`config.mk`:
```
export PLATFORM = sky130hd
export DESIGN_NAME = uart_tx_scheduler
export DESIGN_NICKNAME = d
export VERILOG_FILES = /design/src/rtl/uart_tx_sched_pkg.sv /design/src/rtl/tx_req_arbiter.sv /design/src/rtl/uart_tx_scheduler.sv
export SDC_FILE = /design/constraint.sdc
export NUM_CORES = 1
export LEC_CHECK = 0
export CORE_UTILIZATION = 46
export CTS_CLUSTER_DIAMETER = 120
export DETAILED_ROUTE_END_ITERATION = 7
export PLACE_DENSITY_LB_ADDON = 0.12
export SLEW_MARGIN = 5
export SYNTH_ARGS = -nofsm -noshare
export SYNTH_HDL_FRONTEND = slang
export SYNTH_HIERARCHICAL = 1
export SYNTH_SLANG_ARGS = --single-unit
```
`constraint.sdc`:
```
create_clock -name clk -period 5.1 [get_ports clk]
set_input_delay 0.51 -clock clk [delete_from_list [all_inputs] [get_ports clk]]
set_output_delay 0.51 -clock clk [all_outputs]
set_load 0.03 [all_outputs]
```
`src/rtl/uart_tx_sched_pkg.sv`:
```
// -----------------------------------------------------------------------------
// uart_tx_sched_pkg
// Shared types and helpers for the UART TX scheduler slice:
//   state_e   - scheduler FSM states
//   BYTE0/1   - byte index values inside a two-byte message
//   grant_w() - width of a requester index for a given requester count
// -----------------------------------------------------------------------------
package uart_tx_sched_pkg;

  typedef enum logic [1:0] {
    IDLE      = 2'd0,
    SEND      = 2'd1,
    WAIT_RISE = 2'd2,
    WAIT_FALL = 2'd3
  } state_e;

  localparam logic BYTE0 = 1'b0;
  localparam logic BYTE1 = 1'b1;

  function automatic int grant_w(input int num_req);
    return (num_req > 1) ? $clog2(num_req) : 1;
  endfunction

endpackage

```
`src/rtl/tx_req_arbiter.sv`:
```
// -----------------------------------------------------------------------------
// tx_req_arbiter
// Picks one requester out of req and reports it both one-hot and as an index.
//   clk, rst   - clock, synchronous active-high reset (pointer only)
//   req        - pending requests
//   advance    - a grant was taken this cycle (moves the round-robin pointer)
//   grant_oh   - one-hot winner (all zero when no request)
//   grant_idx  - winner index (0 when no request)
// Build option UART_TX_SCHED_RR_EN: round-robin search starting one past the
// last taken grant. Without it, fixed priority (lowest index wins) and no
// pointer register is built.
// -----------------------------------------------------------------------------
module tx_req_arbiter
  import uart_tx_sched_pkg::*;
#(
  parameter int NUM_REQ = 4
) (
  input  logic                          clk,
  input  logic                          rst,
  input  logic [NUM_REQ-1:0]            req,
  input  logic                          advance,
  output logic [NUM_REQ-1:0]            grant_oh,
  output logic [grant_w(NUM_REQ)-1:0]   grant_idx
);

  localparam int GW = grant_w(NUM_REQ);

  logic [GW-1:0] start_idx;
  logic [GW-1:0] idx;
  logic          found;

`ifdef UART_TX_SCHED_RR_EN
  logic [GW-1:0] ptr_q, ptr_d;

  // NOTE: state flops use non-blocking assignments so every flop samples the
  // pre-edge value of its neighbours, independent of process ordering.
  always_ff @(posedge clk) begin
    if (rst) ptr_q <= '0;
    else     ptr_q <= ptr_d;
  end

  always_comb begin
    ptr_d = ptr_q;
    if (advance) begin
      ptr_d = (int'(grant_idx) == NUM_REQ - 1) ? '0 : grant_idx + GW'(1);
    end
  end

  assign start_idx = ptr_q;
`else
  logic unused_rr;
  assign unused_rr = ^{clk, rst, advance};
  assign start_idx = '0;
`endif

  // Walk the requests starting at start_idx, wrapping at NUM_REQ-1.
  // NOTE: every signal written here gets a default first, so no path through
  // the block leaves it unassigned and no latch is inferred.
  always_comb begin
    grant_oh  = '0;
    grant_idx = '0;
    found     = 1'b0;
    idx       = '0;
    for (int off = 0; off < NUM_REQ; off++) begin
      idx = GW'((int'(start_idx) + off) % NUM_REQ);
      if (!found && req[idx]) begin
        found         = 1'b1;
        grant_oh[idx] = 1'b1;
        grant_idx     = idx;
      end
    end
  end

endmodule

```
`src/rtl/uart_tx_scheduler.sv`:
```
// -----------------------------------------------------------------------------
// uart_tx_scheduler
// Shares one uart_tx byte transmitter between NUM_REQ message requesters.
// Each requester posts a 1- or 2-byte message; one is accepted per IDLE visit
// and sent byte by byte using the transmitter's busy handshake.
//   clk, rst     - clock, synchronous active-high reset
//   req_valid    - per-requester message pending (held until accepted)
//   req_two_byte - per-requester length: 1 = two bytes, 0 = one byte
//   req_data     - slot i at [16i+15:16i]; byte0 = [15:8], byte1 = [7:0]
//   req_ready    - one-hot accept, combinational, only while IDLE
//   tx_data      - byte presented to uart_tx
//   tx_valid     - one-cycle start pulse to uart_tx
//   tx_busy      - uart_tx busy
//   grant_id     - index of the last accepted requester
//   sched_busy   - a message is in flight
//   msg_count    - messages fully sent, wraps
// Build option UART_TX_SCHED_RR_EN selects round-robin arbitration (see
// tx_req_arbiter); default is fixed priority, index 0 highest.
// -----------------------------------------------------------------------------
module uart_tx_scheduler
  import uart_tx_sched_pkg::*;
#(
  parameter int NUM_REQ      = 4,
  parameter int BUSY_TIMEOUT = 8,
  parameter int CNT_W        = 8
) (
  input  logic                       clk,
  input  logic                       rst,
  input  logic [NUM_REQ-1:0]         req_valid,
  input  logic [NUM_REQ-1:0]         req_two_byte,
  input  logic [16*NUM_REQ-1:0]      req_data,
  output logic [NUM_REQ-1:0]         req_ready,
  output logic [7:0]                 tx_data,
  output logic                       tx_valid,
  input  logic                       tx_busy,
  output logic [$clog2(NUM_REQ)-1:0] grant_id,
  output logic                       sched_busy,
  output logic [CNT_W-1:0]           msg_count
);

  localparam int GW = grant_w(NUM_REQ);
  localparam int TW = $clog2(BUSY_TIMEOUT + 1);

  state_e         state_q, state_d;
  logic [15:0]    data_q, data_d;
  logic           two_q, two_d;
  logic           idx_q, idx_d;
  logic [TW-1:0]  tmo_q, tmo_d;
  logic [7:0]     tx_data_q, tx_data_d;
  logic           tx_valid_q, tx_valid_d;
  logic [GW-1:0]  grant_q, grant_d;
  logic           busy_q, busy_d;
  logic [CNT_W-1:0] count_q, count_d;

  logic [NUM_REQ-1:0] win_oh;
  logic [GW-1:0]      win_idx;
  logic               accept;
  logic [15:0]        sel_data;
  logic               sel_two;
  logic [7:0]         cur_byte;

  tx_req_arbiter #(.NUM_REQ(NUM_REQ)) u_arb (
    .clk       (clk),
    .rst       (rst),
    .req       (req_valid),
    .advance   (accept),
    .grant_oh  (win_oh),
    .grant_idx (win_idx)
  );

  // The arbiter only ever selects a valid request, so any ready bit is a
  // transfer. Held low during reset so nothing is offered to requesters.
  assign req_ready = (state_q == IDLE && !rst) ? win_oh : '0;
  assign accept    = |req_ready;

  always_comb begin
    sel_data = '0;
    sel_two  = 1'b0;
    for (int i = 0; i < NUM_REQ; i++) begin
      if (win_idx == GW'(i)) begin
        sel_data = req_data[16*i +: 16];
        sel_two  = req_two_byte[i];
      end
    end
  end

  assign cur_byte = (idx_q == BYTE0) ? data_q[15:8] : data_q[7:0];

  // State register and control flops.
  always_ff @(posedge clk) begin
    if (rst) begin
      state_q    <= IDLE;
      tx_data_q  <= '0;
      tx_valid_q <= 1'b0;
      grant_q    <= '0;
      busy_q     <= 1'b0;
      count_q    <= '0;
    end else begin
      state_q    <= state_d;
      tx_data_q  <= tx_data_d;
      tx_valid_q <= tx_valid_d;
      grant_q    <= grant_d;
      busy_q     <= busy_d;
      count_q    <= count_d;
    end
  end

  // NOTE: message payload, byte index and timeout counter are left unreset:
  // each is loaded before the FSM can read it, so reset would only add fanout.
  always_ff @(posedge clk) begin
    data_q <= data_d;
    two_q  <= two_d;
    idx_q  <= idx_d;
    tmo_q  <= tmo_d;
  end

  // Next-state logic.
  always_comb begin
    state_d = state_q;
    unique case (state_q)
      IDLE:      if (accept) state_d = SEND;
      SEND:      if (!tx_busy) state_d = WAIT_RISE;
      // A transmitter that never raises busy is treated as having sent the
      // byte once the timeout counter reaches BUSY_TIMEOUT.
      WAIT_RISE: if (tx_busy || tmo_q == TW'(BUSY_TIMEOUT)) state_d = WAIT_FALL;
      WAIT_FALL: if (!tx_busy) state_d = (two_q && idx_q == BYTE0) ? SEND : IDLE;
      default:   state_d = IDLE;
    endcase
  end

  // Output and datapath logic.
  always_comb begin
    data_d     = data_q;
    two_d      = two_q;
    idx_d      = idx_q;
    tmo_d      = tmo_q;
    tx_data_d  = tx_data_q;
    tx_valid_d = 1'b0;
    grant_d    = grant_q;
    busy_d     = busy_q;
    count_d    = count_q;
    unique case (state_q)
      IDLE: begin
        if (accept) begin
          data_d  = sel_data;
          two_d   = sel_two;
          grant_d = win_idx;
          busy_d  = 1'b1;
          idx_d   = BYTE0;
        end
      end
      SEND: begin
        if (!tx_busy) begin
          tx_data_d  = cur_byte;
          tx_valid_d = 1'b1;
          tmo_d      = TW'(1);
        end
      end
      WAIT_RISE: begin
        if (!tx_busy && tmo_q != TW'(BUSY_TIMEOUT)) tmo_d = tmo_q + TW'(1);
      end
      WAIT_FALL: begin
        if (!tx_busy) begin
          if (two_q && idx_q == BYTE0) begin
            idx_d = BYTE1;
          end else begin
            count_d = count_q + CNT_W'(1);
            busy_d  = 1'b0;
          end
        end
      end
      default: ;
    endcase
  end

  assign tx_data    = tx_data_q;
  assign tx_valid   = tx_valid_q;
  assign grant_id   = grant_q;
  assign sched_busy = busy_q;
  assign msg_count  = count_q;

endmodule

```
==> impl_metrics.ini, run 1 <==
[outcome]
status = finished, final reports clean

[floorplan]
core_region_area_mm2 = 0.004848
dieHeight_um = 73.93
dieWidth_um = 73.93
pin_count = 99
start_util = 0.4908
placementRows = 25
die_area_mm2 = 0.005465

[cts]
clk_path_buf_depth = 2
cts_hold_buf = 0
clock_sinks = 44
path_clk_slew_ps = 80
numCtsBuffers = 5
clock-root-buffer = clkbuf_8
clk_latency_ps = 300
cts-resized-gates = 0
cts_max_level = 2
cts_setup_buffers = 0
cts_tree = built

[logic_synthesis]
syn_area_per_cell_um2 = 12.33
syn_nets = 276
ys.warnings.count = 6
synthCells = 193
synth_area_mm2 = 0.002380

[setup_path]
reg2reg_depth = 5
worstPathCellList = clkdlybuf4s50_1 -> nor2_1 -> and2_1 -> clkdlybuf4s50_1
r2r_end = tx_data[2]
path_class = primary input to output port
timing.rr.start = state_q[1]
cpMostUsedCell = clkdlybuf4s50_1
arrival_ps = 2650
critPathSlowestCell = clkdlybuf4s50_1
cp_data_required_time_ps = 4590
crit_end = req_ready[2]
worstSetupStartpoint = rst
crit_path_end_kind = output port
path_max_fanout = 25
critPathMaxStageDelay_ps = 890
start_kind = primary input
r2r_slack_ps = 3230

[pwr]
internal-power_mw = 0.7691
pwr-share-comb = 0.378
p_sw_mw = 0.3785
powerDensity_mw_per_mm2 = 328.4
leakagePower_nw = 1.221
p_sw_frac = 0.3298
irDropWorstVdd_mv = 0.1438
power_mw = 1.148
power_frac_clock = 0.183
share_seq_of_total_power = 0.440

[finish]
diodes = 0
nets = 373
drive_above_1_share = 0.1306
fillers = 369
synthToLayoutAreaGrowth_pct = 46.85
fin_util = 0.7208

[grt]
grt_pass1_wl_um = 8590
grt-ovfl-total = 0
grt_max_degree = 26
grt_pass1_vias = 1888
antenna_found_initial = 0
track_usage = 0.2130

[place]
place_congestion = 0.7405
dp.final_hpwl_um = 4145
place.port_buffers = 98
pre_cts_ws_ps = 1936

[timing]
period_minus_slack_ps = 3159
fin_crit_sh = 0.6195
finalHoldViolations = 0
skew_ps = 8.738
tns_ps = 0
worst_pin_slew_ps = 970.2
rsz0062_at_grt = false
clock.fmax_ghz = 0.3165
slew_violations = 0
fin_ws_ps = 1941
slew-limit-headroom = 0.3519
setup_viol = 0

[detailed_routing]
wl_um = 5106
firstDrtPassIters = 4
drcViolationCount = 0
vias_per_cell = 5.176
via_count = 1853
postRouteAntennaNets = 0
drt-wirelength-per-cell_um = 14.26
drtIter0Drc = 81

[job]
drv_cap = 0

[worst_hold_path]
hold_path.class = register to register
-- power by group through the flow --
stage | clock [mW] | combinational [mW] | sequential (mW)
floorplan | 0 | 0.269 | 0.528
global placement | 0 | 0.428 | 0.509
detailed placement | 0 | 0.437 | 0.514
CTS | 0.215 | 0.439 | 0.506
global route | 0.233 | 0.478 | 0.513
finish | 0.210 | 0.434 | 0.505
-- cell type report --
type                            count  area, um2  area share
Inverter                            7      26.28    0.007519
Sequential cell                    44       1101      0.3151
Clock buffer                        6      72.57     0.02077
Multi-Input combinational cell    131       1196      0.3423
Tap cell                           67      83.83     0.02399
Clock inverter                      2      11.26    0.003222
Timing Repair Buffer              101       1003      0.2871
-- critical path, delay by kind of cell --
family                 cells  cell delay (ps)
buffers and inverters      2             1560
and+or+nand+nor            2              570
-- worst min-delay path by stage --
stage / from / to / slack (ps) / cells past startpoint
3_3_place_gp: grant_id[0] / grant_id[0] / 470 / 2
2_1_floorplan: tmo_q[0] / tmo_q[0] / 570 / 1
5_1_grt: tx_data[3] / tx_data[3] / 540 / 2
4_1_cts: tx_data[5] / tx_data[5] / 510 / 2
3_5_place_dp: grant_id[1] / grant_id[1] / 490 / 2
6_report: tx_data[5] / tx_data[5] / 510 / 2
-- layout by cell type, fill, tap and decap left out, drive strengths merged, types with 7 or more instances in the layout --
cell,n
dfxtp,22
a211oi,8
mux2i,10
and2,7
nor2,23
ha,8
o21ai,7
edfxtp,22
clkdlybuf4s50,98
mux4,17
inv,8
-- metal layers --
metal | global-route usage | vias up | wire length [um]
met5 | 0 | - | 0
met4 | 0.08974 | 0 | 121
met3 | 0.08230 | 12 | 370
met2 | 0.3515 | 76 | 2539
met1 | 0.2476 | 856 | 2075
li1 | - | 909 | -
-- registers in the layout, indices dropped and copies added, names as in the netlist --
name,count
data_q,16
grant_id,2
idx_q,1
msg_count,8
sched_busy,1
state_q,2
tmo_q,4
two_q,1
tx_data,8
tx_valid,1
-- stage by stage --
stage	hold slack [ps]	instance area, um2	instances
after floorplan	574.8	2380	193
final	512.1	3495	358
after detailed placement	490.9	3411	350
after global placement	473.0	3411	350
after CTS	511.7	3495	358
after global routing	541.1	3495	358
Note: power is estimated with default switching activity, not from simulation.
==> inputs of run 2 (changes only) <==
Settings changed: CORE_UTILIZATION 46 to 39.
Clock period 5.1 ns to 2.6 ns, I/O delays scaled along.
==> impl_metrics.ini, run 2 (synthesis results as in run 1) <==
[cts]
cts_max_level = 2
clock_sinks = 44
clock-root-buffer = clkbuf_8
cts-resized-gates = 0
cts_setup_buffers = 0
clk_latency_ps = 300
clk_path_buf_depth = 2
cts_tree = built
numCtsBuffers = 5
cts_hold_buf = 0
path_clk_slew_ps = 90

[grt]
grt_pass1_vias = 1723
antenna_found_initial = 0
grt_pass1_wl_um = 7721
track_usage = 0.1606
grt_max_degree = 21
grt-ovfl-total = 0

[timing]
period_minus_slack_ps = 1888
skew_ps = 9.955
slew_violations = 0
worst_pin_slew_ps = 535.9
fin_crit_sh = 0.7262
clock.fmax_ghz = 0.5296
whs_ps = 497.1
slew-limit-headroom = 0.6390
rsz0062_at_grt = false
finalHoldViolations = 0
tns_ps = 0
setup_viol = 0

[pwr]
leakagePower_nw = 1.251
power_mw = 2.328
powerDensity_mw_per_mm2 = 658.3
irDropWorstVdd_mv = 0.3731

[setup_path]
worstPathCellList = clkdlybuf4s50_1 -> nor3b_1 -> nor4_4 -> nor3_2 -> buf_4 -> mux2i_1 -> nor2_1
cp_data_required_time_ps = 2790
critPathMaxStageDelay_ps = 570
r2r_slack_ps = 880
worstSetupStartpoint = req_valid[0]
start_kind = primary input
arrival_ps = 2070
crit_path_end_kind = register
r2r_end = tmo_q[2]
cp.buffers_inverters = 2
timing.rr.start = state_q[0]
critPathSlowestCell = clkdlybuf4s50_1
cp_top_family = buffers and inverters
reg2reg_depth = 5
path_max_fanout = 20
path_class = primary input to register

[place]
place_congestion = 0.7779
place.port_buffers = 98
dp.final_hpwl_um = 3798

[floorplan]
dieWidth_um = 80.12
die_area_mm2 = 0.006418
core_region_area_mm2 = 0.005886
placementRows = 28
dieHeight_um = 80.12
pin_count = 99
start_util = 0.4043

[worst_hold_path]
hold_path.class = register to register
hold-path-endpoint = grant_id[1]
hold_path_depth = 2
worstHoldStart = grant_id[1]

[outcome]
status = complete, but fails checks
violations = design-rule violations

[job]
drv_cap = 0

[finish]
fin_util = 0.6008
drive_above_1_share = 0.1531
top_register = data_q
synthToLayoutAreaGrowth_pct = 48.58
diodes = 0
nets = 376
fillers = 492
largest_reg_flops = 16
final_cell_mix = 94 x clkdlybuf4s50_1, 23 x nor2_1, 22 x edfxtp_1, 22 x dfxtp_1, 17 x mux4_2
mostFrequentLayoutCell = clkdlybuf4s50_1

[detailed_routing]
firstDrtPassIters = 6
wl_um = 4856
postRouteAntennaNets = 0
vias_per_cell = 4.935
via_count = 1821
drtIter0Drc = 70
drcViolationCount = 1
drt-wirelength-per-cell_um = 13.16
## run 2: changes by cell type in the layout (fill, tap and decap cells not counted), sizes merged
cell	delta
buf	+7
inv	-1
clkbuf	+1
clkdlybuf4s50	-4
## run 2: area by class of cell
class / count / area (um2) / area share
well taps: 75 / 93.84 / 0.02654
clock inverters: 1 / 5.005 / 0.001415
repair buffers: 104 / 1016 / 0.2873
flip-flops and latches: 44 / 1101 / 0.3114
multi-input cells: 131 / 1196 / 0.3383
inverters: 7 / 26.28 / 0.007431
clock buffers: 7 / 97.59 / 0.02760
## run 2: report_power, final
group / total (mW) / internal [mW] / switching, mW
registers: 0.986 / 0.890 / 0.0962
clock network: 0.482 / 0.247 / 0.235
logic: 0.860 / 0.434 / 0.425
total: 2.33 / 1.57 / 0.757
## run 2: how the worst max path moves through the flow
stage / slack, ps / cells past startpoint / endpoint
floorplan: 600 / 6 / grant_id[1]
global placement: 420 / 7 / grant_id[1]
detailed placement: 370 / 7 / grant_id[0]
CTS: 700 / 7 / grant_id[0]
global route: 570 / 7 / grant_id[1]
finish: 710 / 7 / grant_id[0]
## run 2: routing by layer
metal,part of all wire,global-route usage
met1,0.43,0.1919
met2,0.49,0.2735
met3,0.067,0.04659
met4,0.015,0.05893
met5,0,0
## run 2: per-stage QoR
| step | instances | instance area, um2 | worst slack, ps |
|---|---|---|---|
| floorplan | 193 | 2380 | 598.1 |
| global placement | 361 | 3433 | 415.5 |
| detailed placement | 361 | 3433 | 367.3 |
| CTS | 369 | 3536 | 700.4 |
| global route | 369 | 3536 | 575.0 |
| finish | 369 | 3536 | 711.8 |
## run 2: worst min-delay path, delay by kind of cell (launching register included)
kind	cells	cell delay (ps)
DFF	1	330
muxes	1	60
and+or+nand+nor	1	70
